<file path="src/rtl/seq_detector_param.sv">
// Parameterised serial pattern detector with a loadable pattern, optional overlap and a saturating match counter.
// Define SEQ_DETECTOR_PARAM_CNT_EN to build the match counter; otherwise match_cnt is tied to zero.
module seq_detector_param #(
  parameter int unsigned      PAT_W     = 4,
  parameter int unsigned      CNT_W     = 8,
  parameter logic [PAT_W-1:0] RESET_PAT = PAT_W'(4'b1000)
) (
  input  logic             clk,
  input  logic             reset,
  input  logic             en,
  input  logic             x,
  input  logic             pat_load,
  input  logic [PAT_W-1:0] pattern,
  input  logic             overlap,
  input  logic             cnt_clr,
  output logic             q,
  output logic [CNT_W-1:0] match_cnt
);

  localparam int unsigned FILL_W = $clog2(PAT_W + 1);

  logic [PAT_W-1:0]  pat_reg;
  logic [PAT_W-1:0]  hist;
  logic [PAT_W-1:0]  win_c;
  logic [FILL_W-1:0] fill;
  logic              match_c;

  // Window includes the bit being sampled; fill counts bits collected before this edge.
  assign win_c   = {hist[PAT_W-2:0], x};
  assign match_c = en && !pat_load && (fill >= FILL_W'(PAT_W - 1)) && (win_c == pat_reg);

  always_ff @(posedge clk) begin
    if (!reset) begin
      pat_reg <= RESET_PAT;
      hist    <= '0;
      fill    <= '0;
      q       <= 1'b0;
    end else if (pat_load) begin
      pat_reg <= pattern;
      hist    <= '0;
      fill    <= '0;
      q       <= 1'b0;
    end else if (en) begin
      hist <= win_c;
      q    <= match_c;
      // Non-overlapping mode forces a fresh PAT_W bits before the next match.
      if (match_c && !overlap) begin
        fill <= '0;
      end else if (fill != FILL_W'(PAT_W)) begin
        fill <= fill + FILL_W'(1);
      end
    end else begin
      q <= 1'b0;
    end
  end

`ifdef SEQ_DETECTOR_PARAM_CNT_EN
  // Clear beats a coincident match; counting saturates at all-ones.
  always_ff @(posedge clk) begin
    if (!reset) begin
      match_cnt <= '0;
    end else if (cnt_clr) begin
      match_cnt <= '0;
    end else if (match_c && (match_cnt != {CNT_W{1'b1}})) begin
      match_cnt <= match_cnt + CNT_W'(1);
    end
  end
`else
  logic unused_cnt_clr;
  assign unused_cnt_clr = cnt_clr;
  assign match_cnt      = '0;
`endif

endmodule

</file>
<file path="config.mk">
export PLATFORM = sky130hd
export DESIGN_NAME = seq_detector_param
export DESIGN_NICKNAME = d
export VERILOG_FILES = /design/src/rtl/seq_detector_param.sv
export SDC_FILE = /design/constraint.sdc
export NUM_CORES = 1
export LEC_CHECK = 0
export ABC_CLOCK_PERIOD_IN_PS = 2100
export BUFFER_PORTS_ARGS = -buffer_cell sky130_fd_sc_hd__buf_4
export CAP_MARGIN = 15
export CORE_MARGIN = 5
export CORE_UTILIZATION = 40
export CTS_BUF_LIST = sky130_fd_sc_hd__clkbuf_2
export CTS_CLUSTER_SIZE = 20
export DETAILED_ROUTE_END_ITERATION = 12
export GPL_TIMING_DRIVEN = 0
export HOLD_SLACK_MARGIN = 0.05
export PLACE_DENSITY_LB_ADDON = 0.25
export SKIP_CTS_REPAIR_TIMING = 1
export SLEW_MARGIN = 20
export SYNTH_ARGS = -nofsm -noshare
export SYNTH_HDL_FRONTEND = slang
export SYNTH_SLANG_ARGS = --single-unit
</file>
<file path="constraint.sdc">
create_clock -name clk -period 2.1 [get_ports clk]
set_input_delay 0.105 -clock clk [delete_from_list [all_inputs] [get_ports clk]]
set_output_delay 0.105 -clock clk [all_outputs]
set_load 0.01 [all_outputs]
</file>
==> results of run 1 <==
## worst max-delay path, cell delays in order, from the launching register on
cell and delay (ns):
sky130_fd_sc_hd__dfxtp_1 0.41, sky130_fd_sc_hd__ha_1 0.18, sky130_fd_sc_hd__ha_1 0.14, sky130_fd_sc_hd__a211o_2 0.10, sky130_fd_sc_hd__nand3_2 0.07, sky130_fd_sc_hd__o311a_1 0.38
sky130_fd_sc_hd__a31oi_1 0.24, sky130_fd_sc_hd__o22ai_1 0.11
## cells in the final DEF, fill, tap and decap left out, drive strengths merged, types with 3 or more instances in the layout
master / synthesis / final
ha: 3 / 3
mux2i: 8 / 8
inv: 6 / 6
xnor2: 4 / 4
buf: 9 / 17
nor2b: 3 / 3
nand2: 3 / 3
dfxtp: 11 / 11
nor2: 4 / 4
nand3: 3 / 3
conb: 1 / 8
clkbuf: 1 / 5
## metrics by stage
stage | util | hold slack (ns)
after CTS | 0.532 | 0.0454
after global routing | 0.539 | 0.0724
after global placement | 0.517 | 0.320
after detailed placement | 0.517 | 0.320
after floorplan | - | 0.167
final | 0.539 | 0.0833
## power by group through the flow
stage / sequential (mW) / clock (mW) / combinational [mW]
after floorplan: 0.224 / 0 / 0.0464
after global placement: 0.226 / 0 / 0.0609
after detailed placement: 0.226 / 0 / 0.0619
after CTS: 0.221 / 0.121 / 0.0620
after global routing: 0.222 / 0.132 / 0.0715
final: 0.221 / 0.116 / 0.0636
## cell type report
class	instances	area share
inverters	6	0.0313
multi-input cells	43	0.416
plain buffers	10	0.0957
flip-flops and latches	11	0.306
clock buffers	4	0.0278
well taps	15	0.0261
repair buffers	9	0.0974
## per-layer routing
| metal | GRT usage | vias up | routed length [µm] |
|---|---|---|---|
| met5 | 0 | - | 0 |
| met4 | 0.0968 | 0 | 23 |
| met3 | 0.0369 | 2 | 92 |
| met2 | 0.161 | 14 | 403 |
| met1 | 0.106 | 186 | 432 |
| li1 | - | 234 | - |
## worst paths after layout
check / from / endpoint / slack (ns) / depth (start not counted)
max reg2reg: fill[0] / fill[1] / 0.36 / 7
min reg2reg: fill[1] / fill[1] / 0.51 / 2
min: pattern[3] / pat_reg[3] / 0.08 / 3
max: fill[0] / fill[1] / 0.36 / 7
## cells by family (layout without fill, tap and decap cells)
logic type	after synthesis	count (layout)
AO/OA/AOI/OAI	6	6
XOR/XNOR	4	4
adder cells (fa/ha/maj)	3	3
buffers and inverters	16	29
flip-flops	11	11
multiplexers	8	8
other	1	8
AND/OR/NAND/NOR	14	14
==> impl_summary.log, run 1 <==
[metrics] clock tree root buffer cell: sky130_fd_sc_hd__clkbuf_2
[metrics] post-synthesis adder-cell area fraction: 0.0642
[metrics] post-route ant nets: 0
[metrics] final setup margin: about 0.36 ns
[metrics] cell types occupying the most area after synthesis: sky130_fd_sc_hd__dfxtp_1 (38%), sky130_fd_sc_hd__mux2i_1 (14%), sky130_fd_sc_hd__buf_4 (10%), sky130_fd_sc_hd__ha_1 (6.4%), sky130_fd_sc_hd__xnor2_1 (6.0%)
[metrics] combined area of all synthesized cells: approximately 580 µm²
[metrics] register clock-pin slew on the reported worst setup and hold paths: 0.11 ns
[metrics] multi-input combinational cell area: 299 µm²
[metrics] portion of total power attributed to the clock network: 0.290
[metrics] critical path class: reg -> reg
[metrics] RSZ-0062 raised after global routing: false
[metrics] number of cells after detailed placement: 93
[metrics] cell area power density: 557 mW/mm²
[metrics] wire length of the first global-routing pass: 1.58 mm
[metrics] internal power component: between 300 and 400 µW
[metrics] ratio of final minimum period to clock period: 0.827
[metrics] Clock Skew: 0.00785 ns
[metrics] leading cell types by count after synthesis: sky130_fd_sc_hd__dfxtp_1 (11), sky130_fd_sc_hd__buf_4 (8), sky130_fd_sc_hd__mux2i_1 (8), sky130_fd_sc_hd__inv_1 (6)
[metrics] final net count: around 100
[metrics] Peak supply drop: 284 µV
[metrics] number of different library cells in the post-synthesis netlist: 21
[metrics] initial antenna violation count: 0
[metrics] largest net degree at the start of global routing: 8
[metrics] xor-xnor portion of the synthesized cell area: 0.0600
[metrics] synthesis-stage register bit count: 11
[metrics] Die Y-Extent: roughly 48 µm
[metrics] Crit. End Element: register
[metrics] Vias/cell: 4.45
[metrics] Warnings, synthesis: 0
[metrics] clock insertion delay at the later pin of the skew report: 0.25 ns
[metrics] Horiz. Die Dim: 48.2 µm
[metrics] Max Slew Vio Count: 0
[metrics] placed inst area: 689 µm²
[metrics] die outline area: 0.00233 mm²
[metrics] Longest Clk Path Bufs: 2
[metrics] drt pass-1 iters: 2
[metrics] Async S/R FF share, synth: 0
[metrics] count of flip-flops with a built-in enable after synthesis: 0
[metrics] DRC violation total after the first TritonRoute iteration: 2
[metrics] Total Routing Usage GR: 0.104
[metrics] Worst Path Arrival: 1.88 ns
[metrics] fraction of layout cells with a size suffix above 1: 0.277
[metrics] Max Clock Freq: 575 MHz
[metrics] initial cell density of the core: 0.438
[metrics] library cell with the highest instance count after synthesis: sky130_fd_sc_hd__dfxtp_1
[metrics] number of clock sinks seen by CTS: 11
[metrics] count of endpoints failing setup in the final report: 0
[metrics] routed wirelength normalized by instance count: 9.70 µm
[metrics] net switching power: 99.0 µW
[metrics] leakage component of the power: ~0.35 nW
[metrics] area share of the largest cell type after synthesis: 0.377
[metrics] H-tree levels: 1
[metrics] number of standard-cell rows in the floorplan: 13
[metrics] worst slack at placement: 0.363 ns
[metrics] estimated wirelength of the detail-placed design: 805 µm
[metrics] number of antenna diodes: 0
[metrics] main combinational cell family by area after synthesis: buffers and inverters
[metrics] grt ovf: 0
[metrics] final-layout fill cell count: 138
[metrics] Buffers on Ports: 8
[metrics] number of hold violations in the final report: 0
[metrics] required arrival time at the worst endpoint: 2.24 ns
[metrics] Most used DFF post-synth: sky130_fd_sc_hd__dfxtp_1
[metrics] result of the run: completed
[metrics] maximum net fanout on the critical path: 4
[metrics] Total Wirelength: 951 µm
[metrics] complex-gate fraction of the synthesized area: 0.0792
[metrics] core outline area: 0.00133 mm²
[metrics] Non-Filler Instances: slightly below 100
[metrics] RD Place Congestion: ~0.67
[metrics] DRC violation count after routing: 0
[metrics] portion of netlist area occupied by mux cells: 0.137
[metrics] part of the total power dissipated in sequential elements: 0.551
[metrics] per-instance average area after synthesis: around 9 µm²
[metrics] area delta synth->final: 23.1%
[metrics] simple-gate share of the synthesized area: 0.120
[metrics] synthesized instance count: 63
[metrics] power consumption: 401 µW
[metrics] Switching Fraction: 0.247
[metrics] Critical Path Source Type: register
[metrics] Final Instance Area: 719 µm²
[metrics] clock buffers created by TritonCTS: 3
[metrics] Yosys top cell by area: sky130_fd_sc_hd__dfxtp_1
[metrics] Comb power frac: 0.159
[metrics] vias after detailed routing: 436
[metrics] clock period minus worst slack: 1.74 ns
[metrics] Top Ports: 20
[metrics] max-cap violations: 0
[metrics] Worst Hold Class: in -> reg
[metrics] vias in the first global route: ~400
[metrics] TNS Setup: 0 ns
[metrics] TritonCTS clock tree: done
[metrics] number of flip-flops in the largest register: 4
[metrics] register area: 220 µm²
[metrics] share of synthesized area occupied by flip-flops and latches: 0.377
Note: power is estimated with default switching activity, not from simulation.
==> run 2: changes to the inputs <==
--- a/config.mk
+++ b/config.mk
@@ -5,7 +5,8 @@
 export SDC_FILE = /design/constraint.sdc
 export NUM_CORES = 1
 export LEC_CHECK = 0
-export ABC_CLOCK_PERIOD_IN_PS = 2100
+export ABC_AREA = 1
+export ABC_CLOCK_PERIOD_IN_PS = 1500
 export BUFFER_PORTS_ARGS = -buffer_cell sky130_fd_sc_hd__buf_4
 export CAP_MARGIN = 15
 export CORE_MARGIN = 5
==> constraint.sdc (replaced) <==
create_clock -name clk -period 1.5 [get_ports clk]
set_input_delay 0.075 -clock clk [delete_from_list [all_inputs] [get_ports clk]]
set_output_delay 0.075 -clock clk [all_outputs]
set_load 0.01 [all_outputs]
==> impl_summary.log, run 2 <==
[metrics] core outline area: 0.00169 mm² (+27%)
[metrics] Worst Hold Margin: 0.0774 ns (-0.00594 ns)
[metrics] cell types occupying the most area after synthesis: sky130_fd_sc_hd__dfxtp_1 (32%), sky130_fd_sc_hd__nand2_1 (10%), sky130_fd_sc_hd__inv_1 (9.2%), sky130_fd_sc_hd__buf_4 (8.7%), sky130_fd_sc_hd__ha_1 (5.4%)
[metrics] post-route ant nets: 0 (unchanged)
[metrics] largest net degree at the start of global routing: 11 (+3)
[metrics] most frequent standard cell in the layout excluding fill and tap cells: sky130_fd_sc_hd__nand2_1
[metrics] Total Routing Usage GR: 0.102 (-0.00130)
[metrics] library cell with the highest instance count after synthesis: sky130_fd_sc_hd__nand2_1
[metrics] die outline area: 0.00266 mm² (+14%)
[metrics] RSZ-0062 raised after global routing: false
[metrics] max-cap violations: 0 (unchanged)
[metrics] required arrival time at the worst endpoint: 1.68 ns (-0.56 ns)
[metrics] synthesized instance count: 97 (+54%)
[metrics] Yosys top cell by area: sky130_fd_sc_hd__dfxtp_1
[metrics] DRC violation total after the first TritonRoute iteration: 2 (unchanged)
[metrics] Worst Path Arrival: 1.60 ns (-0.28 ns)
[metrics] count of flip-flops with a built-in enable after synthesis: 0 (unchanged)
[metrics] Max Slew Vio Count: 0 (unchanged)
[metrics] register clock-pin slew on the reported worst setup and hold paths: 0.12 ns (about the same)
[metrics] result of the run: completed
[metrics] synthesis-stage register bit count: 11 (unchanged)
[metrics] Buffers on Ports: 10 (+2)
[metrics] internal power component: 442 µW (+47%)
[metrics] Switching Fraction: 0.301 (+0.0540)
[metrics] DRC violation count after routing: 0 (unchanged)
[metrics] Clock Skew: 0.00419 ns (-0.00366 ns)
[metrics] net switching power: 191 µW (+93%)
[metrics] Comb power frac: 0.213 (+0.054)
[metrics] drt pass-1 iters: 2 (unchanged)
[metrics] leading cell types by count after synthesis: sky130_fd_sc_hd__nand2_1 (19), sky130_fd_sc_hd__inv_1 (17), sky130_fd_sc_hd__dfxtp_1 (11), sky130_fd_sc_hd__buf_4 (8)
[metrics] Async S/R FF share, synth: 0 (unchanged)
[metrics] Crit. End Element: register
[metrics] routed wirelength normalized by instance count: 9.06 µm (-6.7%)
[metrics] number of flip-flops in the largest register: 4 (unchanged)
[metrics] Horiz. Die Dim: 51.6 µm (+7.0%)
[metrics] count of endpoints failing setup in the final report: 0 (unchanged)
[metrics] Final Instance Area: 867 µm² (+21%)
[metrics] setup slack of the worst register-to-register path: 0.08 ns (-0.28 ns)
[metrics] final net count: 136 (+39%)
[metrics] ratio of final minimum period to clock period: 0.947 (+0.119)
[metrics] Vias/cell: 4.28 (-3.9%)
[metrics] number of antenna diodes: 0 (unchanged)
[metrics] number of clock sinks seen by CTS: 11 (unchanged)
[metrics] clock tree root buffer cell: sky130_fd_sc_hd__clkbuf_2
[metrics] Die Y-Extent: 51.6 µm (+7.0%)
[metrics] part of the total power dissipated in sequential elements: 0.499 (-0.052)
[metrics] maximum net fanout on the critical path: 4 (unchanged)
[metrics] number of hold violations in the final report: 0 (unchanged)
[metrics] number of standard-cell rows in the floorplan: 15 (+2)
[metrics] RD Place Congestion: 0.762 (+14%)
[metrics] Total Wirelength: 1.25 mm (+31%)
[metrics] commonest non-fill, non-tap cells in the layout: sky130_fd_sc_hd__nand2_1 (19), sky130_fd_sc_hd__buf_4 (18), sky130_fd_sc_hd__inv_1 (17)
[metrics] Peak supply drop: 338 µV (+19%)
[metrics] leakage component of the power: 0.467 nW (+35%)
[metrics] vias after detailed routing: 590 (+35%)
[metrics] per-instance average area after synthesis: 7.13 µm² (-23%)
[metrics] share of synthesized area occupied by flip-flops and latches: 0.318 (-0.0586)
[metrics] clock insertion delay at the later pin of the skew report: 0.27 ns (+0.02 ns)
[metrics] vias in the first global route: 509 (+24%)
[metrics] area share of the largest cell type after synthesis: 0.318 (-0.0586)
[metrics] estimated wirelength of the detail-placed design: 995 µm (+24%)
[metrics] number of different library cells in the post-synthesis netlist: 19 (-9.5%)
[metrics] wire length of the first global-routing pass: 2.00 mm (+27%)
[metrics] TritonCTS clock tree: done
[metrics] Most used DFF post-synth: sky130_fd_sc_hd__dfxtp_1
[metrics] Max Clock Freq: 704 MHz (+22%)
[metrics] combined area of all synthesized cells: 692 µm² (+18%)
[metrics] area delta synth->final: 25.3%
[metrics] Worst Hold Class: in -> reg
[metrics] cell area power density: 730 mW/mm² (+31%)
[metrics] critical path class: reg -> reg
[metrics] Top Ports: 20 (unchanged)
[metrics] clock buffers created by TritonCTS: 3 (unchanged)
[metrics] Longest Clk Path Bufs: 2 (unchanged)
[metrics] initial cell density of the core: 0.410 (-0.0285)
[metrics] Warnings, synthesis: 0 (unchanged)
[metrics] placed inst area: 815 µm² (+18%)
[metrics] TNS Setup: 0 ns (unchanged)
[metrics] initial antenna violation count: 0 (unchanged)
[metrics] fraction of layout cells with a size suffix above 1: 0.306 (+0.0287)
[metrics] Critical Path Source Type: register
[metrics] clock period minus worst slack: 1.42 ns (-0.318 ns)
[metrics] grt ovf: 0 (unchanged)
[metrics] H-tree levels: 1 (unchanged)
[metrics] portion of total power attributed to the clock network: 0.287 (-0.003)
==> run 2: cell count changes in the layout (fill, tap and decap cells not counted), moves of 4 or more <==
cell,before,now
sky130_fd_sc_hd__a21oi_1,0,7
sky130_fd_sc_hd__inv_1,6,17
sky130_fd_sc_hd__nand2_1,3,19
sky130_fd_sc_hd__xnor2_1,4,0
sky130_fd_sc_hd__o21ai_0,1,7
sky130_fd_sc_hd__mux2i_1,8,0
==> run 2: power by group through the flow <==
stage	combinational, mW	clock, mW	sequential [mW]
4_1_cts	0.128	0.185	0.316
2_1_floorplan	0.0946	0	0.320
6_report	0.135	0.182	0.316
5_1_grt	0.152	0.203	0.317
3_3_place_gp	0.124	0	0.322
3_5_place_dp	0.128	0	0.322
==> run 2: cells by family (layout without fill, tap and decap cells) <==
logic type | count (synthesis) | after routing | synth area share
flip-flops | 11 | 11 | 0.318
buffers and inverters | 29 | 46 | 0.215
adder cells (fa/ha/maj) | 3 | 3 | 0.0543
AO/OA/AOI/OAI | 16 | 16 | 0.125
other | 1 | 8 | 0.00542
AND/OR/NAND/NOR | 37 | 37 | 0.282
==> run 2: layer usage <==
| layer | track usage | wire, µm | up-vias |
|---|---|---|---|
| met2 | 0.174 | 662 | 10 |
| met1 | 0.112 | 518 | 249 |
| met3 | 0.0258 | 43 | 3 |
| met4 | 0.0655 | 25 | 0 |
| li1 | - | - | 328 |
| met5 | 0 | 0 | - |
==> run 2: stage by stage <==
step           worst slack [ns]  std cells   util  power, mW
2_1_floorplan             0.190        104      -      0.414
3_3_place_gp              0.101        131  0.482      0.446
3_5_place_dp             0.0739        131  0.482      0.450
4_1_cts                  0.0505        135  0.494      0.629
5_1_grt                0.000813        138  0.513      0.673
6_report                 0.0799        138  0.513      0.633
==> run 2: final timing paths <==
kind | startpoint | end | cells after the start
max | fill[0] | fill[1] | 10
min | pattern[1] | pat_reg[1] | 3
min reg2reg | pat_reg[2] | pat_reg[2] | 2
max reg2reg | fill[0] | fill[1] | 10
==> run 2: area by class of cell <==
class	instances	area [µm²]
well taps	17	21.3
inverters	20	75.1
plain buffers	9	73.8
repair buffers	13	105
multi-input cells	64	349
fillers	161	822
flip-flops and latches	11	223
clock buffers	4	20.0
==> run 2: worst max-delay path: stages, from the launching register on <==
cell and delay [ns]:
sky130_fd_sc_hd__dfxtp_2 0.36, sky130_fd_sc_hd__ha_1 0.20, sky130_fd_sc_hd__ha_1 0.17, sky130_fd_sc_hd__nor2_1 0.08
sky130_fd_sc_hd__nand2_1 0.05, sky130_fd_sc_hd__nand2_1 0.08, sky130_fd_sc_hd__inv_2 0.05, sky130_fd_sc_hd__nand4_4 0.08
sky130_fd_sc_hd__nand2_4 0.07, sky130_fd_sc_hd__a21oi_2 0.13, sky130_fd_sc_hd__nor2_2 0.05
